**config.mk**
```make
export PLATFORM = sky130hd
export DESIGN_NAME = clock_divider_gf
export DESIGN_NICKNAME = d
export VERILOG_FILES = /design/src/rtl/clock_divider_gf.sv
export SDC_FILE = /design/constraint.sdc
export NUM_CORES = 1
export LEC_CHECK = 0
export CAP_MARGIN = 5
export CORE_MARGIN = 2
export CORE_UTILIZATION = 58
export CTS_CLUSTER_DIAMETER = 60
export DETAILED_ROUTE_END_ITERATION = 10
export GPL_TIMING_DRIVEN = 1
export PLACE_DENSITY_LB_ADDON = 0.1
export REMOVE_ABC_BUFFERS = 1
export SLEW_MARGIN = 10
export SYNTH_ARGS = -nofsm -noshare
export SYNTH_HDL_FRONTEND = slang
export SYNTH_SLANG_ARGS = --single-unit
```
**constraint.sdc**
```tcl
create_clock -name i_ref_clk -period 6.94 [get_ports i_ref_clk]
set_input_delay 1.041 -clock i_ref_clk [delete_from_list [all_inputs] [get_ports i_ref_clk]]
set_output_delay 1.041 -clock i_ref_clk [all_outputs]
set_load 0.05 [all_outputs]
```
**src/rtl/clock_divider_gf.sv**
```systemverilog
// Glitch-free integer clock divider: ratio/enable are sampled only at divided-period
// boundaries, with a period-start tick and status outputs for clock gating and monitoring.
module clock_divider_gf #(
  parameter int DIV_WIDTH = 8
) (
  input  logic                 i_ref_clk,
  input  logic                 i_rst,
  input  logic                 i_clk_en,
  input  logic [DIV_WIDTH-1:0] i_div_ratio,
  output logic                 o_div_clk,
  output logic                 o_period_tick,
  output logic                 o_active,
  output logic [DIV_WIDTH-1:0] o_active_ratio
);

  typedef enum logic {
    ST_BYPASS = 1'b0,
    ST_DIVIDE = 1'b1
  } state_t;

  state_t               r_state;
  state_t               w_state_nxt;
  logic [DIV_WIDTH-1:0] r_cnt;
  logic [DIV_WIDTH-1:0] r_ratio;
  logic                 r_div_q;
  logic                 r_tick;

  logic [DIV_WIDTH-1:0] w_cnt_nxt;
  logic [DIV_WIDTH-1:0] w_ratio_nxt;
  logic                 w_div_q_nxt;
  logic                 w_tick_nxt;
  logic                 w_cfg_valid;
  logic                 w_boundary;
  logic [DIV_WIDTH-1:0] w_cnt_inc;
  logic [DIV_WIDTH-1:0] w_last;
  logic [DIV_WIDTH-1:0] w_high_len;

  // High phase is ceil(N/2), so odd ratios spend the extra ref cycle high.
  function automatic logic [DIV_WIDTH-1:0] f_high_len(input logic [DIV_WIDTH-1:0] n);
    return n - (n >> 1);
  endfunction

  function automatic logic f_cfg_valid(input logic en, input logic [DIV_WIDTH-1:0] n);
    return en && (n >= DIV_WIDTH'(2));
  endfunction

  always_comb begin
    w_cfg_valid = f_cfg_valid(i_clk_en, i_div_ratio);
    w_last      = r_ratio - DIV_WIDTH'(1);
    w_boundary  = (r_cnt == w_last);
    w_cnt_inc   = r_cnt + DIV_WIDTH'(1);
    w_high_len  = f_high_len(r_ratio);
  end

  always_ff @(posedge i_ref_clk or posedge i_rst) begin
    if (i_rst) begin
      r_state <= ST_BYPASS;
    end else begin
      r_state <= w_state_nxt;
    end
  end

  always_comb begin
    w_state_nxt = r_state;
    case (r_state)
      ST_BYPASS: begin
        if (w_cfg_valid) w_state_nxt = ST_DIVIDE;
      end
      ST_DIVIDE: begin
        if (w_boundary && !w_cfg_valid) w_state_nxt = ST_BYPASS;
      end
      default: w_state_nxt = ST_BYPASS;
    endcase
  end

  // Configuration is only consulted on entry from bypass or at the last count of a period.
  always_comb begin
    w_cnt_nxt   = r_cnt;
    w_ratio_nxt = r_ratio;
    w_div_q_nxt = r_div_q;
    w_tick_nxt  = 1'b0;
    case (r_state)
      ST_BYPASS: begin
        w_cnt_nxt   = '0;
        if (w_cfg_valid) begin
          w_ratio_nxt = i_div_ratio;
          w_div_q_nxt = 1'b1;
          w_tick_nxt  = 1'b1;
        end else begin
          w_ratio_nxt = '0;
          w_div_q_nxt = 1'b0;
        end
      end
      ST_DIVIDE: begin
        if (!w_boundary) begin
          w_cnt_nxt   = w_cnt_inc;
          w_div_q_nxt = (w_cnt_inc < w_high_len);
        end else if (w_cfg_valid) begin
          w_cnt_nxt   = '0;
          w_ratio_nxt = i_div_ratio;
          w_div_q_nxt = 1'b1;
          w_tick_nxt  = 1'b1;
        end else begin
          w_cnt_nxt   = '0;
          w_ratio_nxt = '0;
          w_div_q_nxt = 1'b0;
        end
      end
      default: begin
        w_cnt_nxt   = '0;
        w_ratio_nxt = '0;
        w_div_q_nxt = 1'b0;
      end
    endcase
  end

  always_ff @(posedge i_ref_clk or posedge i_rst) begin
    if (i_rst) begin
      r_cnt   <= '0;
      r_ratio <= '0;
      r_div_q <= 1'b0;
      r_tick  <= 1'b0;
    end else begin
      r_cnt   <= w_cnt_nxt;
      r_ratio <= w_ratio_nxt;
      r_div_q <= w_div_q_nxt;
      r_tick  <= w_tick_nxt;
    end
  end

  // Handover is safe both ways: bypass->divide happens while i_ref_clk and div_q are
  // both high, divide->bypass happens after the low phase, while div_q is already low.
  always_comb begin
    o_div_clk      = (r_state == ST_DIVIDE) ? r_div_q : i_ref_clk;
    o_period_tick  = r_tick;
    o_active       = (r_state == ST_DIVIDE);
    o_active_ratio = r_ratio;
  end

endmodule

```
* Yosys cells after proc, flatten, opt, wreduce, memory -nomap -nowiden
Index checks and enable logic that the tools add are counted.
Storage, ports and cells: register bits after elaboration 19, bits of input ports 11, output and inout port bits 11, logic and storage cells 29
Cells by class: add/subtract/negate cells 3, order comparisons 2, eq/ne operators 2, muxes and demuxes 13, bitwise gates (word level) 1, reductions and logical operators 3
Operators by type and width (number):
- one-hot mux 8 bit (2 select lines) | 2
- two-way mux 8 bit | 3
- adder 8 x 1 -> 8 bit (second input constant) | 1
- equality test 8 bit | 1
- greater-or-equal comparator 8 x 2 -> 1 bit (second input constant) | 1
- < comparator 8 bit | 1
- subtractor 8 x 1 -> 8 bit (second input constant) | 1
- subtractor 8 x 7 -> 8 bit | 1
- one-hot mux 1 bit (2 select lines) | 3
- two-way mux 1 bit | 5
- logical AND 1 bit | 2
- != test 2 x 1 -> 1 bit (second input constant) | 1
- logical NOT 1 bit | 1
- NOT 1 bit | 1

* Depth between registers and ports, before layout
Gate-level depths: netlist (run 1).
depth in word-level cells 6, mapped depth 16, gate-level depth less buffers 16

==> results of run 1 <==
layout by cell type, fill, tap and decap left out, drive strengths merged, types with 2 or more instances in the layout:
cell	synthesis	layout
ha	23	23
clkdlybuf4s50	0	21
dfrtp	19	19
nand2	18	18
inv	16	16
xnor2	14	14
xor2	12	12
nor2	9	9
mux2i	8	8
and2b	7	7
clkbuf	1	7
nand3	5	5
a21oi	5	5
mux2	2	2
o21ai	2	2
o41ai	2	2
critical path, stage by stage:
cell             delay [ns]
clkbuf_4               0.11
clkbuf_4               0.12
mux2_2                 0.26
clkdlybuf4s50_1        0.70
cell type report:
| cell class | instances | area (µm²) | share of cell area |
|---|---|---|---|
| inverter | 16 | 60.1 | 0.0331 |
| clock buffer | 8 | 58.8 | 0.0324 |
| timing repair buffer | 20 | 200 | 0.110 |
| sequential | 19 | 475 | 0.262 |
| multi-input combinational | 120 | 981 | 0.541 |
| tap | 30 | 37.5 | 0.0207 |
routing by layer:
metal	GRT usage	vias up	wire (µm)
met2	0.371	24	1540
met4	0.132	0	83
met3	0.0398	10	106
met5	0	-	0
met1	0.307	530	1480
li1	-	570	-
per-stage QoR:
| step | power [mW] | cells | utilization | hold slack [ns] | setup WS (ns) |
|---|---|---|---|---|---|
| finish | 0.205 | 213 | 0.725 | 0.571 | 1.23 |
| floorplan | 0.116 | 155 | - | 0.503 | 2.06 |
| detailed placement | 0.124 | 206 | 0.706 | 0.552 | 1.50 |
| CTS | 0.209 | 213 | 0.725 | 0.566 | 1.22 |
| global route | 0.213 | 213 | 0.725 | 0.601 | 1.21 |
| global placement | 0.124 | 206 | 0.706 | 0.545 | 1.50 |
logic make-up after synthesis:
logic type | synth area share
fa+ha+maj | 0.201
flops | 0.310
simple gates | 0.145
xor+xnor | 0.149
mux | 0.0670
compound gates | 0.0793
buf+inv | 0.0490
power groups by stage:
| stage | registers (mW) | logic [mW] | clock network (mW) |
|---|---|---|---|
| detailed placement | 0.113 | 0.0113 | 0.000127 |
| finish | 0.111 | 0.0109 | 0.0838 |
| global placement | 0.113 | 0.0110 | 0.000127 |
| CTS | 0.111 | 0.0113 | 0.0868 |
| floorplan | 0.113 | 0.00333 | 0.000127 |
| global route | 0.111 | 0.0123 | 0.0900 |
registers in the layout (all words and copies together), names as in the netlist:
name / cells
o_active: 1
o_active_ratio: 8
o_period_tick: 1
r_div_q: 1
r_cnt: 8
worst paths after layout:
check | startpoint | endpoint | depth (start not counted)
setup / recovery | i_ref_clk | o_div_clk | 4
hold / removal | r_cnt[0]$_DFF_PP0_ | r_cnt[0]$_DFF_PP0_ | 1
setup reg to reg | o_active_ratio[1]$_DFFE_PP0P_ | r_div_q$_DFF_PP0_ | 14
hold reg to reg | r_cnt[0]$_DFF_PP0_ | r_cnt[0]$_DFF_PP0_ | 1
max in group asynchronous | i_rst | o_active_ratio[1]$_DFFE_PP0P_ | 2
min in group asynchronous | i_rst | o_active$_DFF_PP0_ | 2
==> metrics.md, run 1 <==
| Metric | Value |
|---|---|
| Outcome | complete, no violations |
| Final net count | 219 |
| I/O Buffers | 21 |
| Most numerous cell in the Yosys netlist | ha_1 |
| Slew headroom | 0.210 |
| Synth Register Bits | 19 |
| I/O Pins | 22 |
| # DRC | 0 |
| Worst Tran Pin Value | 1.18 ns |
| Switch share | 0.230 |
| Final Cell Area | 0.00181 mm² |
| First-pass GRT wire length | 5580 µm |
| Die X | 55.4 µm |
| GP Congestion | 0.797 |
| Crit Path Max Fanout | 2 |
| Synthesized area | between 0.0015 and 0.002 mm² |
| Final TNS setup | 0 ns |
| Cells resized by post-CTS repair | 0 |
| DR pass1 iterations | 4 |
| Prevailing post-synth register cell | dfrtp_1 |
| Vias | 1,134 |
| Setup Skew | 0.00496 ns |
| CP Capture Type | primary output |
| Crit path DAT | 4.67 ns |
| Die Height | 55.4 µm |
| NetSw | 47.3 µW |
| Critical path class | clk2out |
| Synth top area share | 0.310 |
| Logic pwr share | 0.053 |
| Filler cells | between 150 and 200 |
| Antenna violations before repair | 0 |
| Sequential share of power | 0.539 |
| Synth cell count leaders | ha_1, dfrtp_1, nand2_1 |
| CTS Hold Buffers Added | 0 |
| Routed wire length per instance | 15.1 µm |
| CORE AREA | 0.00250 mm² |
| Die area | 0.00307 mm² |
| HPWL Detailed | between 2000 and 3000 µm |
| Routed wire length | 3210 µm |
| Sequential fraction of the synthesis area | 0.310 |
| Area contributors post-synth | dfrtp_1, ha_1, xnor2_1 |
| Post-CTS Setup Bufs | 0 |
| Max VDD drop | 0.130 mV |
| Synth cell types | 31 |
| Mapped Cells | between 150 and 200 |
| Initial Util | 0.613 |
| Pwr Density | ~110 mW/mm² |
| Clock power frac | 0.408 |
| N_diodes | 0 |
| Pins Over Slew Limit | 0 |
| Cell row count | 18 |
| Routed Antenna Nets | 0 |
| Setup repair after global routing missed its margin | no |
| Syn. warnings | 0 |
| Post-synth EDFFs | 0 |
| Final hold vios | 0 |
| Pint | 158 µW |
| Reg2reg setup slack | 3.82 ns |
| Synth area leader | dfrtp_1 |
| Global route overflow | 0 |
| Vias in the first global route | 1,217 |
| Share of cells above drive strength 1 | 0.0601 |
| Clk Latency, worst-skew pair | 0.42 ns |
| Via density per instance | roughly 5.3 |
| Maxcap violations | 0 |
| Clock slew at reported path FFs | 0.11 ns |
| Type of origin of the critical path | clock port |
| Min-Delay Path Class | reg2reg |
| Number of DRC markers in iteration 0 | 52 |
| WP data required | 5.90 ns |
| CTS tree | built |
| Cell Area, Placed | 0.00176 mm² |
| Global-route usage over all layers | 0.236 |
| Lkg Pwr | around 0.9 nW |
| # setup viols final | 0 |
| Largest net degree at the start of global routing | 20 |
| Async S/R FF share, synth | 1.00 |
| Avg Inst Size Synth | around 9.8 µm² |
| P&R area growth vs syn | 18.4% |
No activity file was read; power rests on OpenSTA's default activity.
==> run 2, diff against run 1 <==
--- a/config.mk
+++ b/config.mk
@@ -7,7 +7,7 @@
 export LEC_CHECK = 0
 export CAP_MARGIN = 5
 export CORE_MARGIN = 2
-export CORE_UTILIZATION = 58
+export CORE_UTILIZATION = 49
 export CTS_CLUSTER_DIAMETER = 60
 export DETAILED_ROUTE_END_ITERATION = 10
 export GPL_TIMING_DRIVEN = 1
==> constraint.sdc (replaced) <==
create_clock -name i_ref_clk -period 4.7 [get_ports i_ref_clk]
set_input_delay 0.705 -clock i_ref_clk [delete_from_list [all_inputs] [get_ports i_ref_clk]]
set_output_delay 0.705 -clock i_ref_clk [all_outputs]
set_load 0.05 [all_outputs]
==> metrics.md, run 2 (same netlist as run 1, synthesis figures left out) <==
| Metric | Value |
|---|---|
| Via density per instance | 5.17 (-2.9%) |
| Cell row count | 20 (+2) |
| Antenna violations before repair | 0 (unchanged) |
| Slew headroom | 0.511 (+0.302) |
| WP data required | 3.99 ns (-1.91 ns) |
| Vias in the first global route | 1,151 (-5.4%) |
| Share of cells above drive strength 1 | 0.0707 (+0.0105) |
| Critical path class | clk2out |
| Min-Delay Path Class | reg2reg |
| Final Cell Area | 0.00183 mm² (+0.69%) |
| Number of DRC markers in iteration 0 | 30 (-42%) |
| Commonest cells after routing, fill and taps aside | ha_1, clkdlybuf4s50_1, dfrtp_1 |
| Max VDD drop | 0.144 mV (+11%) |
| Die area | 0.00359 mm² (+17%) |
| Worst Tran Pin Value | 0.733 ns (-0.449 ns) |
| # DRC | 0 (unchanged) |
| Pwr Density | 168 mW/mm² (+48%) |
| Finished Layout Cells | 217 (+1.9%) |
| Filler cells | 265 (+42%) |
| CTS tree | built |
| Final Power | 306 µW (+49%) |
| Setup Skew | 0.00712 ns (+0.00216 ns) |
| HPWL Detailed | 2500 µm (-1.0%) |
| Initial Util | 0.510 (-0.103) |
| Inst Count DP | 210 (+1.9%) |
| Clk Latency, worst-skew pair | 0.43 ns (about the same) |
| CTS Hold Buffers Added | 0 (unchanged) |
| Pins Over Slew Limit | 0 (unchanged) |
| Vias | 1,122 (-1.1%) |
| I/O Pins | 22 (unchanged) |
| Cells resized by post-CTS repair | 0 (unchanged) |
| Cell Area, Placed | 0.00178 mm² (+0.64%) |
| First-pass GRT wire length | 4970 µm (-11%) |
| Die Height | 59.9 µm (+8.2%) |
| N_diodes | 0 (unchanged) |
| Routed wire length | 3090 µm (-3.9%) |
| Outcome | complete, no violations |
| Global route overflow | 0 (unchanged) |
| GP Congestion | 0.750 (-5.8%) |
| Final hold vios | 0 (unchanged) |
| Type of origin of the critical path | clock port |
| Smallest hold slack | 0.570 ns (-0.00168 ns) |
| P&R area growth vs syn | 19.2% |
| Die X | 59.9 µm (+8.2%) |
| # setup viols final | 0 (unchanged) |
| Global-route usage over all layers | 0.190 (-0.0460) |
| Setup repair after global routing missed its margin | no |
| Final TNS setup | 0 ns (unchanged) |
| DR pass1 iterations | 7 (+3) |
| Lkg Pwr | 0.927 nW (+0.89%) |
| CORE AREA | 0.00300 mm² (+20%) |
| CP Capture Type | primary output |
| Crit path DAT | 3.53 ns (-1.14 ns) |
| Crit Path Max Fanout | 2 (unchanged) |
| Clock slew at reported path FFs | 0.12 ns (about the same) |
| Routed wire length per instance | 14.2 µm (-5.7%) |
| Maxcap violations | 0 (unchanged) |
| Post-CTS Setup Bufs | 0 (unchanged) |
| Commonest non-fill, non-tap cell in the layout | ha_1 |
| Routed Antenna Nets | 0 (unchanged) |
| Largest net degree at the start of global routing | 20 (unchanged) |
| I/O Buffers | 21 (unchanged) |
| Final net count | 220 (+0.46%) |
[run 2: cell types whose count changed in the layout (fill, tap and decap cells not counted)]
cell	change
buf_4	+1
clkbuf_1	-1
clkinv_2	+1
[run 2: path summary, 6_finish.rpt]
path,start,endpoint,slack [ns],cells after the start
max in group asynchronous,i_rst,r_cnt[4]$_DFF_PP0_,3.55,2
worst max register to register,o_active_ratio[2]$_DFFE_PP0P_,r_div_q$_DFF_PP0_,1.52,14
worst min-delay path,r_cnt[0]$_DFF_PP0_,r_cnt[0]$_DFF_PP0_,0.57,1
worst max-delay path,i_ref_clk,o_div_clk,0.47,4
worst min register to register,r_cnt[0]$_DFF_PP0_,r_cnt[0]$_DFF_PP0_,0.57,1
min in group asynchronous,i_rst,o_active_ratio[7]$_DFFE_PP0P_,0.68,2
[run 2: cell type report]
cell class,count,area [µm²],share of cell area
timing repair buffer,21,208,0.114
inverter,16,60.1,0.0329
tap,33,41.3,0.0226
clock buffer,7,55.1,0.0302
multi-input combinational,120,981,0.537
clock inverter,1,5.00,0.00274
sequential,19,475,0.260
[run 2: report_power, final]
group / switching (mW) / internal [mW] / total (mW)
logic: 0.00723 / 0.00853 / 0.0158
registers: 0 / 0.163 / 0.163
clock network: 0.0665 / 0.0601 / 0.127
total: 0.0738 / 0.232 / 0.306
[run 2: per-layer routing]
metal	wire length, µm	GRT usage	vias up	part of all wire
met3	90	0.0411	9	0.029
li1	-	-	577	-
met4	87	0.111	0	0.028
met2	1510	0.331	21	0.49
met5	0	0	-	0
met1	1400	0.210	515	0.45
[run 2: critical path: stages]
cell and delay, ns:
clkbuf_4 0.11, clkbuf_4 0.12, mux2_2 0.25, clkdlybuf4s50_1 0.70
[run 2: per-stage QoR]
| step | setup WS, ns | utilization |
|---|---|---|
| 2_1_floorplan | 1.27 | - |
| 3_3_place_gp | 0.718 | 0.591 |
| 3_5_place_dp | 0.718 | 0.591 |
| 4_1_cts | 0.451 | 0.608 |
| 5_1_grt | 0.430 | 0.608 |
| 6_report | 0.467 | 0.608 |
